<file path="config.mk">
export PLATFORM = sky130hd
export DESIGN_NAME = step_dir_sequencer
export DESIGN_NICKNAME = d
export VERILOG_FILES = /design/src/rtl/step_dir_sequencer_pkg.sv /design/src/rtl/step_dir_cmd_fifo.sv /design/src/rtl/step_dir_sequencer.sv
export SDC_FILE = /design/constraint.sdc
export NUM_CORES = 1
export LEC_CHECK = 0
export ABC_AREA = 1
export CORE_MARGIN = 10
export CORE_UTILIZATION = 45
export CTS_CLUSTER_DIAMETER = 40
export DETAILED_ROUTE_END_ITERATION = 10
export GPL_TIMING_DRIVEN = 0
export PLACE_DENSITY = 0.64
export SLEW_MARGIN = 0
export SYNTH_ARGS = -nofsm -noshare
export SYNTH_HDL_FRONTEND = slang
export SYNTH_SLANG_ARGS = --single-unit
</file>
<file path="constraint.sdc">
create_clock -name clk -period 15.2 [get_ports clk]
set_input_delay 3.04 -clock clk [delete_from_list [all_inputs] [get_ports clk]]
set_output_delay 3.04 -clock clk [all_outputs]
set_load 0.05 [all_outputs]
</file>
<file path="src/rtl/step_dir_sequencer_pkg.sv">
// Shared types and helpers for the step/dir motion command sequencer.
package step_dir_sequencer_pkg;

  typedef enum logic [1:0] {
    ST_IDLE,
    ST_DIR_SETUP,
    ST_STEP_HIGH,
    ST_STEP_LOW
  } seq_state_e;

  // Rise-to-rise spacing must leave at least one low cycle after the pulse.
  function automatic logic [31:0] clamp_period(input logic [31:0] period,
                                               input logic [31:0] min_period);
    return (period < min_period) ? min_period : period;
  endfunction

endpackage

</file>
<file path="src/rtl/step_dir_cmd_fifo.sv">
// Two-entry command buffer with push/pop/flush; entry0 is always the head.
module step_dir_cmd_fifo #(
  parameter int unsigned WIDTH = 33
) (
  input  logic             clk,
  input  logic             reset,
  input  logic             push,
  input  logic [WIDTH-1:0] push_data,
  input  logic             pop,
  input  logic             flush,
  output logic [WIDTH-1:0] head,
  output logic             full,
  output logic             empty
);

  logic [WIDTH-1:0] entry0;
  logic [WIDTH-1:0] entry1;
  logic [1:0]       count;
  logic             do_push;
  logic             do_pop;

  assign full    = (count == 2'd2);
  assign empty   = (count == 2'd0);
  assign head    = entry0;
  assign do_push = push && !full;
  assign do_pop  = pop && !empty;

  always_ff @(posedge clk) begin
    if (reset || flush) begin
      count <= '0;
    end else if (do_push && !do_pop) begin
      count <= count + 2'd1;
    end else if (do_pop && !do_push) begin
      count <= count - 2'd1;
    end
  end

  // With one entry held, a simultaneous push lands directly in the head slot.
  always_ff @(posedge clk) begin
    if (do_pop) begin
      entry0 <= (do_push && count == 2'd1) ? push_data : entry1;
    end else if (do_push && count == 2'd0) begin
      entry0 <= push_data;
    end else if (do_push && count == 2'd1) begin
      entry1 <= push_data;
    end
  end

endmodule

</file>
<file path="src/rtl/step_dir_sequencer.sv">
// Motion command sequencer: buffers move commands and drives step/dir with
// fixed pulse width, dir setup time and a wrapping signed position count.
module step_dir_sequencer
  import step_dir_sequencer_pkg::*;
#(
  parameter int unsigned CNT_W            = 16,
  parameter int unsigned POS_W            = 32,
  parameter int unsigned STEP_HIGH_CYCLES = 4,
  parameter int unsigned DIR_SETUP_CYCLES = 8
) (
  input  logic             clk,
  input  logic             reset,
  input  logic             cmd_valid,
  output logic             cmd_ready,
  input  logic             cmd_dir,
  input  logic [CNT_W-1:0] cmd_steps,
  input  logic [CNT_W-1:0] cmd_period,
  input  logic             abort,
  input  logic             pos_load,
  input  logic [POS_W-1:0] pos_value,
  output logic             step,
  output logic             dir,
  output logic             busy,
  output logic [POS_W-1:0] position
);

  localparam int unsigned CMD_W      = 1 + 2 * CNT_W;
  localparam logic [31:0] MIN_PERIOD = 32'(STEP_HIGH_CYCLES + 1);

  seq_state_e       state;
  seq_state_e       next_state;
  logic [CNT_W-1:0] timer;
  logic [CNT_W-1:0] remaining;
  logic [CNT_W-1:0] period_q;
  logic             abort_q;
  logic             abort_active;

  logic [CMD_W-1:0] fifo_head;
  logic             fifo_full;
  logic             fifo_empty;
  logic             pop;
  logic             load_cmd;
  logic             rise;
  logic             timer_zero;

  logic             head_dir;
  logic [CNT_W-1:0] head_steps;
  logic [CNT_W-1:0] head_period;
  logic [CNT_W-1:0] head_eff;
  logic [POS_W-1:0] step_delta;

  assign {head_dir, head_steps, head_period} = fifo_head;
  assign head_eff     = CNT_W'(clamp_period(32'(head_period), MIN_PERIOD));
  assign abort_active = abort || abort_q;
  assign cmd_ready    = !fifo_full && !abort_active;
  assign busy         = (state != ST_IDLE) || !fifo_empty;
  assign timer_zero   = (timer == '0);
  assign rise         = (next_state == ST_STEP_HIGH) && (state != ST_STEP_HIGH);
  assign step_delta   = dir ? POS_W'(1) : '1;

  step_dir_cmd_fifo #(
    .WIDTH(CMD_W)
  ) u_fifo (
    .clk      (clk),
    .reset    (reset),
    .push     (cmd_valid && cmd_ready),
    .push_data({cmd_dir, cmd_steps, cmd_period}),
    .pop      (pop),
    .flush    (abort),
    .head     (fifo_head),
    .full     (fifo_full),
    .empty    (fifo_empty)
  );

  always_comb begin
    next_state = state;
    pop        = 1'b0;
    load_cmd   = 1'b0;
    unique case (state)
      ST_IDLE: begin
        if (!abort_active && !fifo_empty) begin
          pop      = 1'b1;
          load_cmd = 1'b1;
        end
      end
      ST_DIR_SETUP: begin
        if (abort_active)    next_state = ST_IDLE;
        else if (timer_zero) next_state = ST_STEP_HIGH;
      end
      ST_STEP_HIGH: begin
        if (timer_zero) next_state = abort_active ? ST_IDLE : ST_STEP_LOW;
      end
      ST_STEP_LOW: begin
        if (abort_active) begin
          next_state = ST_IDLE;
        end else if (timer_zero) begin
          if (remaining != '0) begin
            next_state = ST_STEP_HIGH;
          end else if (!fifo_empty) begin
            pop      = 1'b1;
            load_cmd = 1'b1;
          end else begin
            next_state = ST_IDLE;
          end
        end
      end
      default: next_state = ST_IDLE;
    endcase
    // A popped command picks its first state the same way from IDLE or STEP_LOW.
    if (load_cmd) begin
      if (head_steps == '0)     next_state = ST_IDLE;
      else if (head_dir == dir) next_state = ST_STEP_HIGH;
      else                      next_state = ST_DIR_SETUP;
    end
  end

  always_ff @(posedge clk) begin
    if (reset) begin
      state     <= ST_IDLE;
      step      <= 1'b0;
      dir       <= 1'b1;
      position  <= '0;
      abort_q   <= 1'b0;
      timer     <= '0;
      remaining <= '0;
      period_q  <= '0;
    end else begin
      state   <= next_state;
      step    <= (next_state == ST_STEP_HIGH);
      abort_q <= abort_active && (next_state != ST_IDLE);

      if (next_state != state) begin
        unique case (next_state)
          ST_DIR_SETUP: timer <= CNT_W'(DIR_SETUP_CYCLES - 1);
          ST_STEP_HIGH: timer <= CNT_W'(STEP_HIGH_CYCLES - 1);
          ST_STEP_LOW:  timer <= period_q - CNT_W'(STEP_HIGH_CYCLES + 1);
          default:      timer <= '0;
        endcase
      end else if (!timer_zero) begin
        timer <= timer - CNT_W'(1);
      end

      if (load_cmd) begin
        period_q  <= head_eff;
        remaining <= head_steps - ((next_state == ST_STEP_HIGH) ? CNT_W'(1) : '0);
        if (head_steps != '0) dir <= head_dir;
      end else if (rise) begin
        remaining <= remaining - CNT_W'(1);
      end

      if (pos_load) begin
        position <= pos_value + (rise ? step_delta : '0);
      end else if (rise) begin
        position <= position + step_delta;
      end
    end
  end

endmodule
</file>
**Yosys cells after proc, flatten, opt, wreduce, memory -nomap -nowiden**

Cells that the tools add are included.

- Register bits after elaboration: 153
- Bits of input ports: 70
- Output and inout port bits: 36

- Reduce and logical (&&, ||, !) cells: 33
- Muxes and demuxes: 34
- Bitwise gates (word level): 2
- $lt $le $gt $ge: 1
- Equal/unequal tests: 12
- Add/subtract/negate cells: 8

Operator list:

| operator | count |
|---|---|
| 32-bit two-way mux | 4 |
| 33-bit two-way mux | 3 |
| 16-bit two-way mux | 5 |
| 32-bit adder | 2 |
| 16-bit case mux with 3 select lines | 1 |
| 16-bit zero test | 2 |
| 16-bit nonzero test | 2 |
| 16-bit by 1-bit subtractor with 16-bit output (second input constant) | 2 |
| 2-bit two-way mux | 13 |
| 16-bit by 3-bit less-than comparator with 1-bit output (second input constant) | 1 |
| 16-bit by 1-bit subtractor with 16-bit output | 1 |
| 16-bit by 3-bit subtractor with 16-bit output (second input constant) | 1 |
| 2-bit nonzero test | 6 |
| 1-bit logical AND | 11 |
| 2-bit == test (second input constant) | 5 |
| 2-bit by 1-bit == test with 1-bit output (second input constant) | 3 |
| 1-bit two-way mux | 6 |
| 2-bit case mux with 3 select lines | 1 |
| 1-bit zero test | 5 |
| 2-bit zero test | 2 |
| 2-bit AND reduction | 2 |
| 1-bit logical OR | 3 |
| 2-bit by 1-bit adder with 2-bit output (second input constant) | 1 |
| 2-bit by 1-bit != test with 1-bit output (second input constant) | 1 |
| 6 further kinds | 7 |

**Longest topological paths before layout**

Gate-level depths: netlist of run 1.

- Depth in word-level cells: 12
- Mapped depth: 31
- Depth with buffers taken out: 31

**Hierarchy**

A second synthesis of run 1 with hierarchy kept.

- Cell total of the unflattened synthesis: 1,748
- Area total of the unflattened synthesis: 12,081.6 um2

Modules (own cells, without submodules):

| module | area an instance (um2) | cells each | times used |
|---|---|---|---|
| step_dir_sequencer | 8,582.0 | 1,371 | 1 |
| step_dir_cmd_fifo | 3,499.6 | 377 | 1 |

**Worst setup path after synthesis of run 1**

OpenSTA, ideal clock, no wires.

- Path type: in2reg
- Start: input abort
- End: register u_fifo.entry0[0], in the netlist u_fifo.head[0] (enable)
- Arrival: 6,716 ps
- Data required time: 14,679 ps
- Library setup time: 521 ps
- Path buffers: 1
- Stages: 8
- Slack: 7,963 ps
- Cells stage by stage: nor2_2 inv_1 nor2_1 nand2_1 clkbuf_1 inv_1 a21oi_1 inv_1

- Cells in the longest elaborated chain, start to end: 7
- Elaborated cells on any way between the ends: 12
- Those cells by class: mux (3); reduce/logical (9)

Ends and longest elaborated chain:

| element | line | text |
|---|---|---|
| start: declaration | step_dir_sequencer.sv:18 | `input logic abort,` |
| 1-bit logical OR | step_dir_sequencer.sv:54 | `assign abort_active = abort \|\| abort_q;` |
| 1-bit zero test | step_dir_sequencer.sv:55 | `assign cmd_ready = !fifo_full && !abort_active;` |
| 1-bit logical AND | step_dir_sequencer.sv:55 |  |
| net cmd_ready | step_dir_sequencer.sv:14 | `output logic cmd_ready,` |
| 1-bit logical AND | step_dir_sequencer.sv:66 | `.push (cmd_valid && cmd_ready),` |
| 1-bit logical AND | step_dir_cmd_fifo.sv:25 | `assign do_push = push && !full;` |
| 1-bit logical AND | step_dir_cmd_fifo.sv:42 | `end else if (do_push && count == 2'd0) begin` |
| 2-bit nonzero test (no line) | n/a |  |
| end signal: assignment | step_dir_cmd_fifo.sv:41 | `entry0 <= (do_push && count == 2'd1) ? push_data : entry1;` |
| end signal: assignment | step_dir_cmd_fifo.sv:43 | `entry0 <= push_data;` |
| end: declaration | step_dir_cmd_fifo.sv:16 | `logic [WIDTH-1:0] entry0;` |

The timed path passes the listed nets, and every way through them passes these cells.
A chain may end at the register's enable or synchronous reset.

**Worst setup path in the final report of run 1**

- Start: input abort
- End: output cmd_ready

- Cells in the longest elaborated chain, start to end: 3

Ends and longest elaborated chain:

| element | line |
|---|---|
| 1-bit logical OR | step_dir_sequencer.sv:54 |
| 1-bit zero test | step_dir_sequencer.sv:55 |
| 1-bit logical AND | step_dir_sequencer.sv:55 |
| end: declaration | step_dir_sequencer.sv:14 |

No other way between the ends.

==> results of run 1 <==
==> path summary, 6_finish.rpt <==
| kind | startpoint | to | slack (ps) | cells after the start |
|---|---|---|---|---|
| setup / recovery | abort | cmd_ready | 7200 | 5 |
| setup reg to reg | dir | position[23] | 10550 | 17 |
| hold / removal | remaining[8] | remaining[8] | 470 | 2 |
| hold reg to reg | remaining[8] | remaining[8] | 470 | 2 |
==> worst register-to-register path, cell delays in order, from the launching register on <==
cell	delay (ps)
dfxtp_1	580
inv_2	440
ha_1	520
nand3_1	90
nand2_1	130
a21oi_1	90
nor2_1	130
nor2_1	60
o21bai_1	190
a21boi_0	260
o21ai_0	450
a21oi_1	220
o21ai_0	470
nand2_1	150
o21ai_0	320
xor2_1	210
o21ai_0	90
a21oi_1	170
==> routing by layer <==
layer  vias up  share of wire (%)  global-route usage [%]
li1       5878                  -                       -
met1      5302                 43                    24.8
met2       335                 49                    37.7
met3        63                4.5                    3.01
met4         0                3.2                    8.57
met5         -                  0                       0
==> cell type report <==
| class | count | area (µm²) |
|---|---|---|
| buffer | 56 | 267 |
| clock buffer | 17 | 425 |
| clock inverter | 15 | 165 |
| fill | 2507 | 11600 |
| inverter | 188 | 711 |
| multi-input combinational | 1255 | 6820 |
| sequential | 153 | 3720 |
| tap | 330 | 413 |
| timing repair buffer | 102 | 1040 |
==> cells by family (layout without fill, tap and decap cells) <==
kind of cell,Yosys count,count (layout),synth area share [%]
xor+xnor,80,80,6.35
buf+inv,244,378,8.49
compound gates,412,412,20.9
simple gates,715,715,26.6
flops,153,153,32.4
fa+ha+maj,48,48,5.29
==> per-stage QoR <==
| step | power [W] | std cells | utilization (%) |
|---|---|---|---|
| 6_report | 0.00167 | 2116 | 53.8 |
| 4_1_cts | 0.00168 | 2116 | 53.8 |
| 5_1_grt | 0.00179 | 2116 | 53.8 |
| 2_1_floorplan | 0.00106 | 1652 | - |
| 3_3_place_gp | 0.00123 | 2083 | 51.3 |
| 3_5_place_dp | 0.00124 | 2084 | 51.5 |
==> registers in the layout, indices dropped and copies added (netlist names), 2 cells and up <==
| register | count |
|---|---|
| state | 2 |
| u_fifo.head | 33 |
| remaining | 16 |
| u_fifo.count | 2 |
| timer | 16 |
| position | 32 |
| u_fifo.entry1 | 33 |
| period_q | 16 |
==> power groups by stage <==
stage	combinational [W]	clock, W	sequential (W)
detailed placement	0.000642	0	0.000600
finish	0.000648	0.000432	0.000592
floorplan	0.000435	0	0.000622
global route	0.000735	0.000453	0.000603
CTS	0.000647	0.000437	0.000591
global placement	0.000628	0	0.000599
==> synth_stat cells (3+ instances only) <==
cell type	count	share of area, %
nand2_1	339	11
nor2_1	191	6.2
inv_1	175	5.7
o21ai_0	162	7.0
a21oi_1	114	5.0
dfxtp_1	87	15
nand3_1	87	3.8
edfxtp_1	66	17
a31oi_1	50	2.7
xor2_1	50	3.8
ha_1	47	5.1
clkbuf_1	39	1.3
xnor2_1	26	2.0
o41ai_1	25	1.9
nor3_1	20	0.87
a211oi_1	16	1.0
nor2_2	15	0.82
nand4_1	14	0.76
nand2_2	10	0.54
inv_2	8	0.26
nand3b_1	8	0.52
nor4_1	8	0.44
or2_2	8	0.44
o211ai_1	7	0.46
buf_2	6	0.26
buf_4	6	0.39
o21bai_1	6	0.39
a21boi_0	5	0.33
and2_1	5	0.27
a221oi_1	4	0.30
clkinv_1	4	0.13
o21a_1	4	0.26
xor2_2	4	0.57
buf_6	3	0.29
o21ai_1	3	0.13
o221a_2	3	0.29
o221ai_1	3	0.23
==> run metrics, run 1 <==
status finished clean; CTS Hold Bufs 0; Synth Register Bits around 150; clock skew 19.3 ps; CP max-delay cell clkdlybuf4s50_1; Root Buffer clkbuf_16; Post-synth EDFFs 66; combinational power share approximately 39%; Residual DRC 0; Total Negative Setup Slacks 0 ps; port bufs 101; Post-CTS Repair Setup Buffers 0; H-tree Lvls 4; Syn Std Cell Area approximately 12000 µm²; Synth async-reset ratio 0%; syn_area_per_cell between 6 and 7 µm²; share of cells above drive strength 1 ~6.1%; crit path cell chain clkdlybuf4s50_1, nor2_2, inv_1, nor2_1, clkdlybuf4s50_1; io pins about 110; Synth Instances 1652; DP HPWL roughly 28 mm; vias in the first global route approximately 11000; smallest hold slack 471 ps; most frequent cells in the layout 339 x nand2_1, 191 x nor2_1, 175 x inv_1; die area between 30000 and 40000 µm²; Critical Path Fanout Max 4; largest net degree at the start of global routing 39; ANT cells 0; shortest period the worst path allows around 8000 ps; unrepaired setup endpoints after global routing no; CP dominant cell by count clkdlybuf4s50_1; max incr delay on CP slightly below 900 ps; initial antenna violation count 0; sum of buffers and inverters on the critical path 3; Sequential Power Share 35.4%; Slew Limit Fails 0; Post-synth top flop dfxtp_1; slew margin rel. roughly 25%; post-DR wirelength/cell 16.5 µm; Worst Tran Pin Value 1120 ps; highest ir drop seen on vdd approximately 66 µV; maximum clock path buffer count 2; Worst-path clk slew 70 ps; sw frac 40.9%; CP arrival just under 5000 ps; WP data required 12160 ps; Clock Power Share 25.8%; Initial Util a little under half; crit path kind input port to output pin; std cell rows between 50 and 60; clock latency on the worst-skew pair 440 ps; pre-CTS setup slack 7240 ps; core area 25200 µm²; Sink Count ~150; delay-heaviest family, CP buffers and inverters; CP Capture Type output pin; Yosys warning count 0; 1st-pass router iterations 5; RD Place Congestion 0.966; sequential cell area fraction in the yosys report roughly a third; startpoint types input port; CTS tree yes; worst hold path class flop to flop; Via density about 5.5; total gr overflow 0; Routed Antenna Nets 0; Net Sw Power a little under 0.0007 W; first-pass GRT wire length between 50 and 60 mm; Setup violations, final 0; WL final 34.9 mm; Die X 180 µm; max_cap viols 0; pwr dens around 120 nW/µm²; final-report hold violation count 0; TritonCTS buffer count 17; Synth cell types between 50 and 60; Die Ht approximately 180 µm; area added between synthesis and finish 17.8%; DR vias around 12000; fin worst setup slack 7200 ps; Int Power between 0.0009 and 0.001 W; DRT iter0 DRCs 760; commonest non-fill, non-tap cell in the layout nand2_1; Period Utilization, post-route 52.6%; GRT Total Usage 21.1%; DP Area 13000 µm²; Lkg Pwr 5.83 nW; Layout Nets roughly 1900; maximum clock frequency 125 MHz; post-CTS sizing 0; cell area after layout between 10000 and 15000 µm²; post-synthesis net count roughly 1800
No activity file was read; power rests on OpenSTA's default activity.
==> run 2: changes to the inputs <==
PLACE_DENSITY = 0.66   (was 0.64)
clock period = 6.4 ns   (was 15.2 ns; I/O delays follow)
==> run metrics, run 2 (synthesis results as in run 1) <==
status finished clean; post-layout util 53.9% (+0.089 points); Post-CTS Repair Setup Buffers 0 (unchanged); CP max-delay cell clkinv_1; CP Capture Type flop; RD Place Congestion 0.988 (+2.2%); crit path kind flop to flop; max_cap viols 0 (unchanged); slew margin rel. 23.6% (-1.7 points); port bufs 101 (unchanged); max layer used met4; ANT cells 0 (unchanged); Root Buffer clkbuf_16; DR vias 11537 (-0.35%); share of cells above drive strength 1 6.05% (-0.056 points); Lkg Pwr 5.82 nW (-0.16%); area added between synthesis and finish 18.0%; DRT iter0 DRCs 893 (+18%); die area 32400 µm² (unchanged); highest ir drop seen on vdd 196 µV (+200%); std cell rows 58 (unchanged); worst hold path class flop to flop; vias in the first global route 11096 (-2.7%); Worst-path clk slew 80 ps (about the same); final-report hold violation count 0 (unchanged); unrepaired setup endpoints after global routing no; largest net degree at the start of global routing 39 (unchanged); 1st-pass router iterations 5 (unchanged); max incr delay on CP 630 ps (-240 ps); DP Area 13000 µm² (unchanged); number of fill cells 2500 (-0.28%); FF-to-FF setup slack 1420 ps (-9130 ps); Via density 5.45 (-0.35%); WL met1 15.0 mm (-0.38%); initial antenna violation count 0 (unchanged); crit path cell chain clkinv_1, ha_1, nand3_1, nand2_1, a21oi_1, nor2_1, nor2_1, o21bai_1, a21boi_0, o21ai_0, a21oi_1, o21ai_0, nand2_1, o21ai_0, xor2_1, o21ai_0, a21oi_1; pwr dens 291 nW/µm² (+140%); Period Utilization, post-route 77.8%; fin worst setup slack 1420 ps (-5780 ps); H-tree Lvls 4 (unchanged); most frequent cells in the layout 339 x nand2_1, 191 x nor2_1, 175 x inv_1; TritonCTS buffer count 17 (unchanged); maximum clock path buffer count 2 (unchanged); GRT Total Usage 20.4% (-0.68 points); core area 25200 µm² (unchanged); io pins 106 (unchanged); met3 wire len 1.72 mm (+11%); CTS tree yes; startpoint types flop; post-CTS sizing 0 (unchanged); Setup violations, final 0 (unchanged); clock skew 18.7 ps (-0.610 ps); cell area after layout 13600 µm² (+0.17%); CP dominant cell by count o21ai_0; DP HPWL 27.1 mm (-2.6%); Critical Path Fanout Max 15 (+11); pre-CTS setup slack 786 ps (-6460 ps); Die X 180 µm (unchanged); WP data required 6760 ps (-5400 ps); first-pass GRT wire length 56.0 mm (-2.0%); Initial Util 45.7% (unchanged); post-DR wirelength/cell 16.1 µm (-2.4%); Slew Limit Fails 0 (unchanged); CTS Hold Bufs 0 (unchanged); Sink Count 153 (unchanged); shortest period the worst path allows roughly 5000 ps; commonest non-fill, non-tap cell in the layout nand2_1; total gr overflow 0 (unchanged); Worst Tran Pin Value 1140 ps (+26.1 ps); wire length on met2 16.6 mm (-3.6%); Layout Nets 1892 (+0.053%); maximum clock frequency around 200 MHz; CP arrival 5340 ps (+380 ps); Die Ht 180 µm (unchanged); Residual DRC 0 (unchanged); clock latency on the worst-skew pair 440 ps (about the same); WL final 34.1 mm (-2.4%); Routed Antenna Nets 0 (unchanged)
-- run 2: final cells by class --
| type | instances | area [µm²] | share of cell area (%) |
|---|---|---|---|
| repair buffers | 103 | 1070 | 7.85 |
| multi-input cells | 1255 | 6820 | 50.2 |
| plain buffers | 56 | 267 | 1.96 |
| clock buffers | 17 | 425 | 3.13 |
| well taps | 330 | 413 | 3.04 |
| flip-flops and latches | 153 | 3720 | 27.4 |
| clock inverters | 14 | 160 | 1.18 |
| inverters | 188 | 711 | 5.23 |
-- run 2: stage by stage --
step	total power, W	hold WS, ps	TNS [ps]	instances
2_1_floorplan	0.00251	445	0	1652
3_3_place_gp	0.00291	456	-45550	2083
3_5_place_dp	0.00294	463	0	2084
4_1_cts	0.00396	474	0	2115
5_1_grt	0.00422	506	0	2116
6_report	0.00396	470	0	2116
-- run 2: critical path, delay by kind of cell (launching register included) --
family / cells / cell delay, ps
compound gates: 9 / 2370
xor+xnor: 1 / 200
fa+ha+maj: 1 / 630
buf+inv: 1 / 630
flops: 1 / 520
simple gates: 5 / 550
-- run 2: routing by layer --
metal | up-vias | track usage [%]
met5 | - | 0
li1 | 5869 | -
met2 | 313 | 36.1
met1 | 5314 | 25.1
met3 | 41 | 2.91
met4 | 0 | 6.12
-- run 2: worst paths after layout --
check | to | cells past startpoint | from
worst max-delay path | position[23] | 17 | dir
worst min-delay path | remaining[9] | 2 | remaining[9]
worst max register to register | position[23] | 17 | dir
worst min register to register | remaining[9] | 2 | remaining[9]
-- run 2: power breakdown --
part | internal [W] | switching (W)
clock network | 0.000551 | 0.000467
registers | 0.00128 | 0.000133
logic | 0.000548 | 0.000983
total | 0.00237 | 0.00158
